**config.mk**
```make
export PLATFORM = sky130hd
export DESIGN_NAME = tpu_dispatcher
export DESIGN_NICKNAME = d
export VERILOG_FILES = /design/src/rtl/tpu_dispatcher.sv
export SDC_FILE = /design/constraint.sdc
export NUM_CORES = 1
export LEC_CHECK = 0
export ABC_AREA = 1
export CORE_MARGIN = 2
export CORE_UTILIZATION = 45
export CTS_BUF_LIST = sky130_fd_sc_hd__clkbuf_4 sky130_fd_sc_hd__clkbuf_8
export DETAILED_ROUTE_END_ITERATION = 12
export PLACE_DENSITY = 0.84
export SETUP_SLACK_MARGIN = 0.4
export SYNTH_ARGS = -nofsm -noshare
export SYNTH_HDL_FRONTEND = slang
export SYNTH_SLANG_ARGS = --single-unit
```
**constraint.sdc**
```tcl
create_clock -name clock -period 4.5 [get_ports clock]
set_clock_uncertainty 0.15 [all_clocks]
set_input_delay 0.675 -clock clock [delete_from_list [all_inputs] [get_ports clock]]
set_output_delay 0.675 -clock clock [all_outputs]
set_load 0.02 [all_outputs]
```
**src/rtl/tpu_dispatcher.sv**
```systemverilog
// Round-robin thread dispatcher: grants idle TPUs, streams instruction blocks with Nack retry, reports completions.
// Optional macro TPU_DISPATCH_TIMEOUT_EN aborts a dispatch after NACK_LIMIT consecutive Nack cycles.
module tpu_dispatcher #(
  parameter int NUM_TPU    = 4,
  parameter int ISSUE_W    = 8,
  parameter int INSTR_W    = 64,
  parameter int ADDR_W     = 10,
  parameter int NACK_LIMIT = 255
) (
  input  logic                       clock,
  input  logic                       reset,
  input  logic                       I_Req,
  input  logic [ISSUE_W-1:0]         I_IssueNo,
  input  logic [ADDR_W-1:0]          I_Base,
  input  logic [ADDR_W-1:0]          I_Len,
  output logic                       O_Ack,
  output logic                       O_Err,
  output logic                       O_IMem_Re,
  output logic [ADDR_W-1:0]          O_IMem_Addr,
  input  logic [INSTR_W-1:0]         I_IMem_Instr,
  output logic [NUM_TPU-1:0]         O_TPU_Req,
  output logic                       O_TPU_End,
  output logic [INSTR_W-1:0]         O_TPU_Instr,
  output logic [ISSUE_W-1:0]         O_TPU_IssueNo,
  input  logic [NUM_TPU-1:0]         I_TPU_Nack,
  input  logic [NUM_TPU-1:0]         I_TPU_Term,
  input  logic [NUM_TPU*ISSUE_W-1:0] I_TPU_IssueNo,
  output logic                       O_Done,
  output logic [ISSUE_W-1:0]         O_Done_IssueNo,
  output logic [NUM_TPU-1:0]         O_Busy
);
  localparam int SEL_W = $clog2(NUM_TPU);
  typedef enum logic {S_IDLE, S_SEND} state_t;

  state_t               state_q;
  logic [SEL_W-1:0]     ptr_q, sel_q;
  logic [NUM_TPU-1:0]   busy_q, busy_d, pend_q, pend_d;
  logic [ISSUE_W-1:0]   tiss_q [NUM_TPU];
  logic [ISSUE_W-1:0]   iss_q;
  logic [ADDR_W-1:0]    base_q, len_q, cnt_q;
  logic                 ack_q, err_q, rd0_q, dvld_q, hvld_q;
  logic [INSTR_W-1:0]   hold_q;

  logic                 in_send, present, nack_sel, accept, last, rd_next;
  logic                 grant, found, timeout, rep_vld;
  logic [SEL_W-1:0]     gsel, rep_idx;
  logic [NUM_TPU-1:0]   sel_oh, eligible;

  assign in_send  = (state_q == S_SEND);
  assign sel_oh   = NUM_TPU'(1) << sel_q;
  // An instruction is on the bus when fresh read data arrived or a Nacked word is being replayed.
  assign present  = in_send && (dvld_q || hvld_q);
  assign nack_sel = I_TPU_Nack[sel_q];
  assign accept   = present && !nack_sel;
  assign last     = (cnt_q == len_q - ADDR_W'(1));
  assign rd_next  = accept && !last;

  always_comb begin
    found = 1'b0;
    gsel  = ptr_q;
    for (int k = NUM_TPU - 1; k >= 0; k--) begin
      if (!busy_q[ptr_q + SEL_W'(k)]) begin
        found = 1'b1;
        gsel  = ptr_q + SEL_W'(k);
      end
    end
  end

  // ack_q blocks a second look at the same held request in the cycle its Ack is visible.
  assign grant = (state_q == S_IDLE) && I_Req && !ack_q && (I_Len != '0) && found;

  // A TPU still being streamed to is not reported until its SEND finishes.
  assign eligible = pend_q & ~(in_send ? sel_oh : '0);

  always_comb begin
    rep_vld = 1'b0;
    rep_idx = '0;
    for (int i = NUM_TPU - 1; i >= 0; i--) begin
      if (eligible[i]) begin
        rep_vld = 1'b1;
        rep_idx = SEL_W'(i);
      end
    end
  end

  always_comb begin
    busy_d = busy_q;
    pend_d = pend_q;
    if (rep_vld) begin
      busy_d[rep_idx] = 1'b0;
      pend_d[rep_idx] = 1'b0;
    end
    if (timeout) busy_d[sel_q] = 1'b0;
    if (grant)   busy_d[gsel]  = 1'b1;
    pend_d = pend_d | I_TPU_Term;
  end

`ifdef TPU_DISPATCH_TIMEOUT_EN
  localparam int NCNT_W = $clog2(NACK_LIMIT + 1);
  logic [NCNT_W-1:0] ncnt_q;

  assign timeout = present && nack_sel && (ncnt_q == NCNT_W'(NACK_LIMIT - 1));

  always_ff @(posedge clock or posedge reset) begin
    if (reset) begin
      ncnt_q <= '0;
    end else if (present && nack_sel && !timeout) begin
      ncnt_q <= ncnt_q + NCNT_W'(1);
    end else begin
      ncnt_q <= '0;
    end
  end
`else
  assign timeout = 1'b0;
`endif

  always_ff @(posedge clock or posedge reset) begin
    if (reset) begin
      state_q <= S_IDLE;
      ptr_q   <= '0;
      sel_q   <= '0;
      busy_q  <= '0;
      pend_q  <= '0;
      for (int i = 0; i < NUM_TPU; i++) tiss_q[i] <= '0;
      iss_q   <= '0;
      base_q  <= '0;
      len_q   <= '0;
      cnt_q   <= '0;
      ack_q   <= 1'b0;
      err_q   <= 1'b0;
      rd0_q   <= 1'b0;
      dvld_q  <= 1'b0;
      hvld_q  <= 1'b0;
      hold_q  <= '0;
    end else begin
      busy_q <= busy_d;
      pend_q <= pend_d;
      ack_q  <= 1'b0;
      err_q  <= 1'b0;
      rd0_q  <= 1'b0;
      dvld_q <= rd0_q || rd_next;
      for (int i = 0; i < NUM_TPU; i++) begin
        if (I_TPU_Term[i]) tiss_q[i] <= I_TPU_IssueNo[i*ISSUE_W +: ISSUE_W];
      end
      case (state_q)
        S_IDLE: begin
          if (I_Req && !ack_q) begin
            if (I_Len == '0) begin
              ack_q <= 1'b1;
              err_q <= 1'b1;
            end else if (found) begin
              ack_q   <= 1'b1;
              rd0_q   <= 1'b1;
              sel_q   <= gsel;
              ptr_q   <= gsel + SEL_W'(1);
              iss_q   <= I_IssueNo;
              base_q  <= I_Base;
              len_q   <= I_Len;
              cnt_q   <= '0;
              hvld_q  <= 1'b0;
              state_q <= S_SEND;
            end
          end
        end
        S_SEND: begin
          if (present) begin
            if (nack_sel) begin
              if (!hvld_q) begin
                hold_q <= I_IMem_Instr;
                hvld_q <= 1'b1;
              end
              if (timeout) begin
                hvld_q  <= 1'b0;
                state_q <= S_IDLE;
              end
            end else begin
              hvld_q <= 1'b0;
              cnt_q  <= cnt_q + ADDR_W'(1);
              if (last) state_q <= S_IDLE;
            end
          end
        end
        default: state_q <= S_IDLE;
      endcase
    end
  end

  assign O_Ack          = ack_q;
  assign O_Err          = err_q || timeout;
  assign O_IMem_Re      = rd0_q || rd_next;
  assign O_IMem_Addr    = rd0_q ? base_q : (rd_next ? base_q + cnt_q + ADDR_W'(1) : '0);
  assign O_TPU_Req      = present ? sel_oh : '0;
  assign O_TPU_End      = present && last;
  assign O_TPU_Instr    = !present ? '0 : (hvld_q ? hold_q : I_IMem_Instr);
  assign O_TPU_IssueNo  = iss_q;
  assign O_Done         = rep_vld;
  assign O_Done_IssueNo = rep_vld ? tiss_q[rep_idx] : '0;
  assign O_Busy         = busy_q;

endmodule

```
==> flow_metrics.py, run 1 <==
metrics = {
    "global_routing": {
        "grt_start_max_net_pins": 153,
        "grtUsageMet3_pct": 6.522,
        "antenna_found_initial": 0,
        "top_usage_layer": "met2",
        "met1_usage_pct": 31.92,
        "grt_overflow": 0,
        "grtUsageMet2_pct": 39.15,
        "grt_pass1_wl_microns": 38550,
        "first_global_vias": 7665,
        "grt_usage_pct": 24.32,
    },
    "floorplan": {
        "die_w_microns": 141.0,
        "core_area_sq_um": 18580,
        "die_area_sq_um": 19890,
        "start_util_pct": 45.48,
        "rows": 50,
        "boundaryPins": 238,
        "die_h_microns": 141.0,
    },
    "synth": {
        "synth_edf_count": 0,
        "yosysSeqAreaShare_pct": 45.01,
        "synth_compound_area_share_pct": 8.647,
        "synth-simple-area-share_pct": 27.89,
        "synth-seq-cells": 152,
        "synthArstFlopShare_pct": 100.0,
        "synth_top_family_by_area": "simple AND/OR/NAND/NOR gates",
        "synth.area.mux_share_pct": 6.633,
        "synth_ff_type": "dfrtp_1",
        "synthAdderAreaFrac_pct": 2.458,
        "netlist_area_sq_um": 8451,
        "syn_area_per_cell_sq_um": 7.634,
        "synth_nets": 1258,
        "syn_inst": 1107,
        "synthDistinctLibCells": 39,
        "yosys_warnings": 0,
        "synth_xor_area_share_pct": 1.747,
    },
    "drt": {
        "first_pass_iters": 5,
        "remaining_drc_errors": 0,
        "finalWirelength_microns": 23900,
        "via_count": 8078,
        "viasPerCell": 5.152,
        "antenna_left": 0,
        "drt_iter0_drc": 464,
        "post_drt_wl_per_cell_microns": 15.24,
    },
    "setup_path": {
        "cp_slowest_stage_delay_ns": 0.54,
        "timing.rr.end": "hold_q[44]$_DFFE_PP0P_",
        "crit_path_end_kind": "primary output",
        "worst-path-buf-inv": 3,
        "cp_top_family": "simple AND/OR/NAND/NOR gates",
        "criticalPathCategory": "reg2out",
        "arrival_ns": 3.10,
        "reg2reg_depth": 6,
        "worstSetupStartpointType": "flop",
        "crit_fanout": 13,
        "cp.required_ns": 3.67,
        "crit_chain": "inv_1 -> ha_1 -> inv_1 -> nor2_1 -> nand4_1 -> nand2_1 -> o21ai_0 -> nor2_1 -> nand3_2 -> nand4_1 -> nand2_1 -> clkdlybuf4s50_1",
        "r2r_setup_slack_ns": 1.66,
        "rr_startpoint": "hvld_q$_DFFE_PP0P_",
        "crit_slowest_cell": "clkdlybuf4s50_1",
    },
    "power": {
        "p_leak_nw": 5.549,
        "cellPowerDensity_nw_per_um2": 743.8,
        "finalPower_w": 0.008460,
        "peakVddDrop_uv": 502.6,
    },
    "sta": {
        "tns_ns": 0,
        "final-max-slew-violation-count": 0,
        "worst_pin_slew_ns": 1.028,
        "min_period_over_period_pct": 87.28,
        "hold_violations": 0,
        "fmax_ghz": 0.2546,
        "worst_hold_slack_ns": 0.3274,
        "setup_slack_ns": 0.5723,
        "relSlewSlack_pct": 31.47,
        "setup_viol": 0,
        "rsz0062_at_grt": "false",
        "fin_crit_ns": 3.928,
    },
    "clock_network": {
        "cts_buffers": 17,
        "cts_setup_buffers": 0,
        "clkTransAtPathRegs_ns": 0.09,
        "cts_max_path_buffers": 2,
        "clock_latency_ns": 0.45,
        "ctsHoldBuffers": 0,
        "cts_tree": "done",
        "htree_levels": 4,
        "cts_sinks": 152,
        "root_buffer": "clkbuf_8",
    },
    "min_path": {
        "holdPathEnd": "tiss_q[18]$_DFFE_PP0P_",
        "holdCritPathClass": "reg2reg",
        "min_path_cells": 2,
        "hp-start": "tiss_q[18]$_DFFE_PP0P_",
    },
    "final_layout": {
        "fillers": 1632,
        "drive_above_1_share_pct": 5.772,
        "multi_input_area_sq_um": 4020,
        "area_delta_synth_final_pct": 34.59,
        "antennaDiodeCount": 0,
        "final_common_cell": "nand2_1",
        "fin_nets": 1472,
        "final_cells": 1568,
        "final_cell_mix": "nand2_1 (405), clkdlybuf4s50_1 (237), dfrtp_1 (150)",
        "layout.area.seq_sq_um": 3809,
    },
    "run": {
        "maxCapViolCount": 0,
    },
    "place": {
        "gp_congestion": 0.8960,
        "pre_cts_slack_ns": 0.8495,
        "port_buffers": 237,
        "dpl.cell_count": 1536,
        "hpwlAfterDp_microns": 17620,
    },
    "run_status": {
        "status": "completed",
    },
}
==> area by class of cell <==
class / instances / share of cell area [%]
multi-input cells: 802 / 35.35
flip-flops and latches: 152 / 33.49
repair buffers: 243 / 21.47
inverters: 105 / 3.498
well taps: 234 / 2.574
clock buffers: 20 / 2.365
clock inverters: 12 / 1.254
==> worst min-delay path, cell delays in order (launching register included) <==
cell	delay, ns
dfrtp_1	0.35
nand2_1	0.06
nand2_1	0.05
==> how the worst max path moves through the flow <==
stage                     slack [ns]  cells after the start                 start         endpoint
final                           0.57                     12  len_q[0]$_DFFE_PP0P_   O_IMem_Addr[9]
after floorplan                 1.76                      1                 reset  O_Ack$_DFF_PP0_
after CTS                       0.57                     13  cnt_q[0]$_DFFE_PP0P_   O_IMem_Addr[8]
after detailed placement        0.85                     12  len_q[0]$_DFFE_PP0P_   O_IMem_Addr[9]
after global routing            0.42                     13  len_q[0]$_DFFE_PP0P_   O_IMem_Addr[1]
after global placement          0.92                     12  len_q[0]$_DFFE_PP0P_        O_TPU_End
==> timing repair <==
action,4_1_cts,5_1_grt
pin swaps,0,0
resized for setup,1,1
endpoints found under the setup margin,12,1
==> through the flow <==
step / util (%) / instance area [sq um]
after floorplan: - / 8454
after global placement: 58.96 / 10960
after detailed placement: 58.96 / 10960
after CTS: 61.21 / 11370
after global routing: 61.21 / 11370
final: 61.21 / 11370
==> per-layer routing <==
metal	wire length, microns	vias up
met5	0	-
met4	542	0
met3	1995	38
met2	10980	326
met1	10380	3762
li1	-	3952
==> power breakdown <==
part	internal, W	switching (W)	leakage (nW)	total (W)
combinational	0.00203	0.00308	3.46	0.00511
sequential	0.00187	0.000387	1.89	0.00226
clock	0.000535	0.000555	0.196	0.00109
==> cells by family after synthesis <==
logic type / Yosys count
adders and majority gates: 16
buffers and inverters: 153
muxes: 56
and+or+nand+nor: 578
xor gates and xnor gates: 16
DFF: 152
AOI/OAI and AO/OA: 136
==> state kept, by name, indices dropped and copies added (netlist names) <==
name	flops
O_Ack	1
tiss_q	32
hvld_q	1
cnt_q	10
len_q	10
O_Busy	4
O_Err	1
pend_q	4
in_send	1
rd0_q	1
O_TPU_IssueNo	8
ptr_q	2
dvld_q	1
sel_q	2
hold_q	64
base_q	10
==> Yosys cell counts (all sizes together) (3+ instances only) <==
library cell | count | area, sq um
ha | 15 | 187.7
dfrtp | 152 | 3804
nand4 | 23 | 143.9
nand3 | 35 | 180.2
nor3 | 5 | 25.02
a21oi | 12 | 63.81
buf | 32 | 188.9
xor2 | 6 | 52.55
nand2 | 413 | 1589
clkinv | 3 | 11.26
nand3b | 3 | 22.52
nor2 | 97 | 384.1
o22ai | 8 | 50.05
mux2i | 56 | 560.5
o21ai | 112 | 586.8
inv | 102 | 382.9
clkbuf | 16 | 60.06
xnor2 | 10 | 95.10
Power figures use the tool's default switching activity.
==> run 2, diff against run 1 <==
--- a/config.mk
+++ b/config.mk
@@ -6,12 +6,14 @@
 export NUM_CORES = 1
 export LEC_CHECK = 0
 export ABC_AREA = 1
+export CAP_MARGIN = 20
 export CORE_MARGIN = 2
 export CORE_UTILIZATION = 45
 export CTS_BUF_LIST = sky130_fd_sc_hd__clkbuf_4 sky130_fd_sc_hd__clkbuf_8
 export DETAILED_ROUTE_END_ITERATION = 12
 export PLACE_DENSITY = 0.84
 export SETUP_SLACK_MARGIN = 0.4
+export SKIP_LAST_GASP = 1
 export SYNTH_ARGS = -nofsm -noshare
 export SYNTH_HDL_FRONTEND = slang
 export SYNTH_SLANG_ARGS = --single-unit
==> results of run 2 <==
Final layout, timing and power as in run 1 (identical DEF).
==> run 3, diff against run 2 <==
--- a/config.mk
+++ b/config.mk
@@ -11,7 +11,7 @@
 export CORE_UTILIZATION = 45
 export CTS_BUF_LIST = sky130_fd_sc_hd__clkbuf_4 sky130_fd_sc_hd__clkbuf_8
 export DETAILED_ROUTE_END_ITERATION = 12
-export PLACE_DENSITY = 0.84
+export PLACE_DENSITY = 0.79
 export SETUP_SLACK_MARGIN = 0.4
 export SKIP_LAST_GASP = 1
 export SYNTH_ARGS = -nofsm -noshare
==> run 3 against run 2 <==
Core utilization is essentially flat. Highest routed layer unchanged. Clock power about the same. Sequential power is 3% higher. Flip-flop and latch count unchanged. First-iteration DRC count down 0.65%. Wire length down 4.5%. Largest cell class unchanged. Critical path depth down 8. Sequential share of layout area barely moved. Non-clock buffer count is 1 higher. Register-to-register slack better by 0.17 ns. Combinational power is 3% lower. Critical endpoint is now O_TPU_Instr[28].
==> flow_metrics.py, run 3 (same netlist as run 1, synthesis figures left out) <==
metrics = {
    "power": {
        "cellPowerDensity_nw_per_um2": 739.9,
        "p_int_w": 0.004406,
        "seqPwrFrac_pct": 27.5,
        "combinationalPowerShare_pct": 59.3,
        "peakVddDrop_uv": 436.9,
        "switching_share_pct": 47.62,
        "p_leak_nw": 5.565,
        "switchingPower_w": 0.004006,
        "pwr-share-clk_pct": 13.2,
    },
    "sta": {
        "setup_viol": 0,
        "rsz0062_at_grt": "false",
        "fin_crit_ns": 3.924,
        "min_period_over_period_pct": 87.21,
        "hold_violations": 0,
        "worst_hold_slack_ns": 0.3292,
        "worst_pin_slew_ns": 0.7806,
        "tns_ns": 0,
        "relSlewSlack_pct": 47.96,
        "fmax_ghz": 0.2548,
        "final-max-slew-violation-count": 0,
    },
    "floorplan": {
        "start_util_pct": 45.48,
        "core_area_sq_um": 18580,
        "die_w_microns": 141.0,
        "rows": 50,
        "die_area_sq_um": 19890,
        "boundaryPins": 238,
        "die_h_microns": 141.0,
    },
    "setup_path": {
        "cp_top_family": "buffers and inverters",
        "crit_chain": "o21ai_4 -> buf_4 -> nor2_1 -> clkdlybuf4s50_1",
        "worstSetupStartpointType": "flop",
        "cp_slowest_stage_delay_ns": 0.72,
        "crit_path_end_kind": "primary output",
        "worst-path-buf-inv": 2,
        "arrival_ns": 3.10,
        "crit_fanout": 53,
        "criticalPathCategory": "reg2out",
        "cp.required_ns": 3.67,
        "crit_slowest_cell": "dfrtp_4",
    },
    "final_layout": {
        "fillers": 1669,
        "final_cells": 1569,
        "fin_nets": 1473,
        "antennaDiodeCount": 0,
        "reg_top3": "hold_q: 64 flops, tiss_q: 32 flops",
        "final_area_sq_um": 11370,
        "multi_input_area_sq_um": 4020,
        "largest_reg_flops": 64,
        "layout.area.seq_sq_um": 3809,
        "regMostFlops": "hold_q",
        "final_cell_mix": "nand2_1 (405), clkdlybuf4s50_1 (237), dfrtp_1 (150)",
        "drive_above_1_share_pct": 5.843,
        "final_common_cell": "nand2_1",
        "area_delta_synth_final_pct": 34.54,
    },
    "place": {
        "port_buffers": 237,
        "place_area_sq_um": 10950,
        "gp_congestion": 0.9089,
        "dpl.cell_count": 1537,
        "hpwlAfterDp_microns": 16850,
    },
    "clock_network": {
        "htree_levels": 4,
        "cts_buffers": 17,
        "root_buffer": "clkbuf_8",
        "cts_setup_buffers": 0,
        "cts_tree": "done",
        "ctsHoldBuffers": 0,
        "cts_resized": 0,
        "clkTransAtPathRegs_ns": 0.09,
        "clock_latency_ns": 0.45,
        "cts_sinks": 152,
        "cts_max_path_buffers": 2,
    },
    "global_routing": {
        "grt_overflow": 0,
        "grt_start_max_net_pins": 93,
        "first_global_vias": 7662,
        "grt_pass1_wl_microns": 37480,
        "antenna_found_initial": 0,
        "grt_usage_pct": 23.31,
    },
    "drt": {
        "drt_iter0_drc": 461,
        "first_pass_iters": 5,
        "finalWirelength_microns": 22810,
        "remaining_drc_errors": 0,
        "viasPerCell": 5.105,
        "via_count": 8009,
        "antenna_left": 0,
        "post_drt_wl_per_cell_microns": 14.54,
    },
    "run": {
        "maxCapViolCount": 0,
    },
    "min_path": {
        "holdCritPathClass": "reg2reg",
    },
    "run_status": {
        "status": "completed",
    },
}
[run 3: worst reg2reg max path, delay by kind of cell, from the launching register on]
family	cells	cell delay, ns
buf+inv	2	0.74
compound gates	3	0.37
simple gates	5	0.74
flops	1	0.57
[run 3: final timing paths]
| path | from | endpoint | slack, ns | cells past startpoint |
|---|---|---|---|---|
| max in group asynchronous | reset | hvld_q$_DFFE_PP0P_ | 2.90 | 3 |
| worst min register to register | tiss_q[10]$_DFFE_PP0P_ | tiss_q[10]$_DFFE_PP0P_ | 0.33 | 2 |
| worst max-delay path | hvld_q$_DFFE_PP0P_ | O_TPU_Instr[28] | 0.58 | 4 |
| worst max register to register | ptr_q[0]$_DFFE_PP0P_ | len_q[0]$_DFFE_PP0P_ | 1.83 | 10 |
| worst min-delay path | tiss_q[10]$_DFFE_PP0P_ | tiss_q[10]$_DFFE_PP0P_ | 0.33 | 2 |
| min in group asynchronous | reset | cnt_q[1]$_DFFE_PP0P_ | 0.60 | 3 |
[run 3: final cells by class]
class | instances | share of cell area (%)
Multi-Input combinational cell | 802 | 35.36
Timing Repair Buffer | 244 | 21.44
Tap cell | 234 | 2.575
Clock inverter | 15 | 1.574
Clock buffer | 17 | 2.058
Sequential cell | 152 | 33.50
Inverter | 105 | 3.499
[run 3: per-layer routing]
metal  wire length [microns]  vias to the layer above  part of all wire [%]  global-route usage (%)
li1                        -                     3959                     -                       -
met1                   10370                     3736                    45                   30.90
met2                   10680                      287                    47                   38.54
met3                    1446                       27                   6.3                   5.605
met4                     324                        0                   1.4                   6.211
met5                       0                        -                     0                       0
[run 3: power groups by stage]
| stage | logic (W) | clock network [W] | registers, W |
|---|---|---|---|
| CTS | 0.00501 | 0.00114 | 0.00231 |
| detailed placement | 0.00498 | 0 | 0.00234 |
| global placement | 0.00488 | 0 | 0.00231 |
| finish | 0.00498 | 0.00111 | 0.00232 |
| global route | 0.00552 | 0.00120 | 0.00238 |
| floorplan | 0.00343 | 0 | 0.00218 |
[run 3: stage by stage]
| stage | total power [W] | util (%) | worst slack (ns) |
|---|---|---|---|
| CTS | 0.008461 | 61.16 | 0.5542 |
| finish | 0.008412 | 61.19 | 0.5757 |
| detailed placement | 0.007314 | 58.94 | 1.068 |
| floorplan | 0.005615 | - | 1.758 |
| global route | 0.009099 | 61.19 | 0.4118 |
| global placement | 0.007187 | 58.94 | 1.061 |
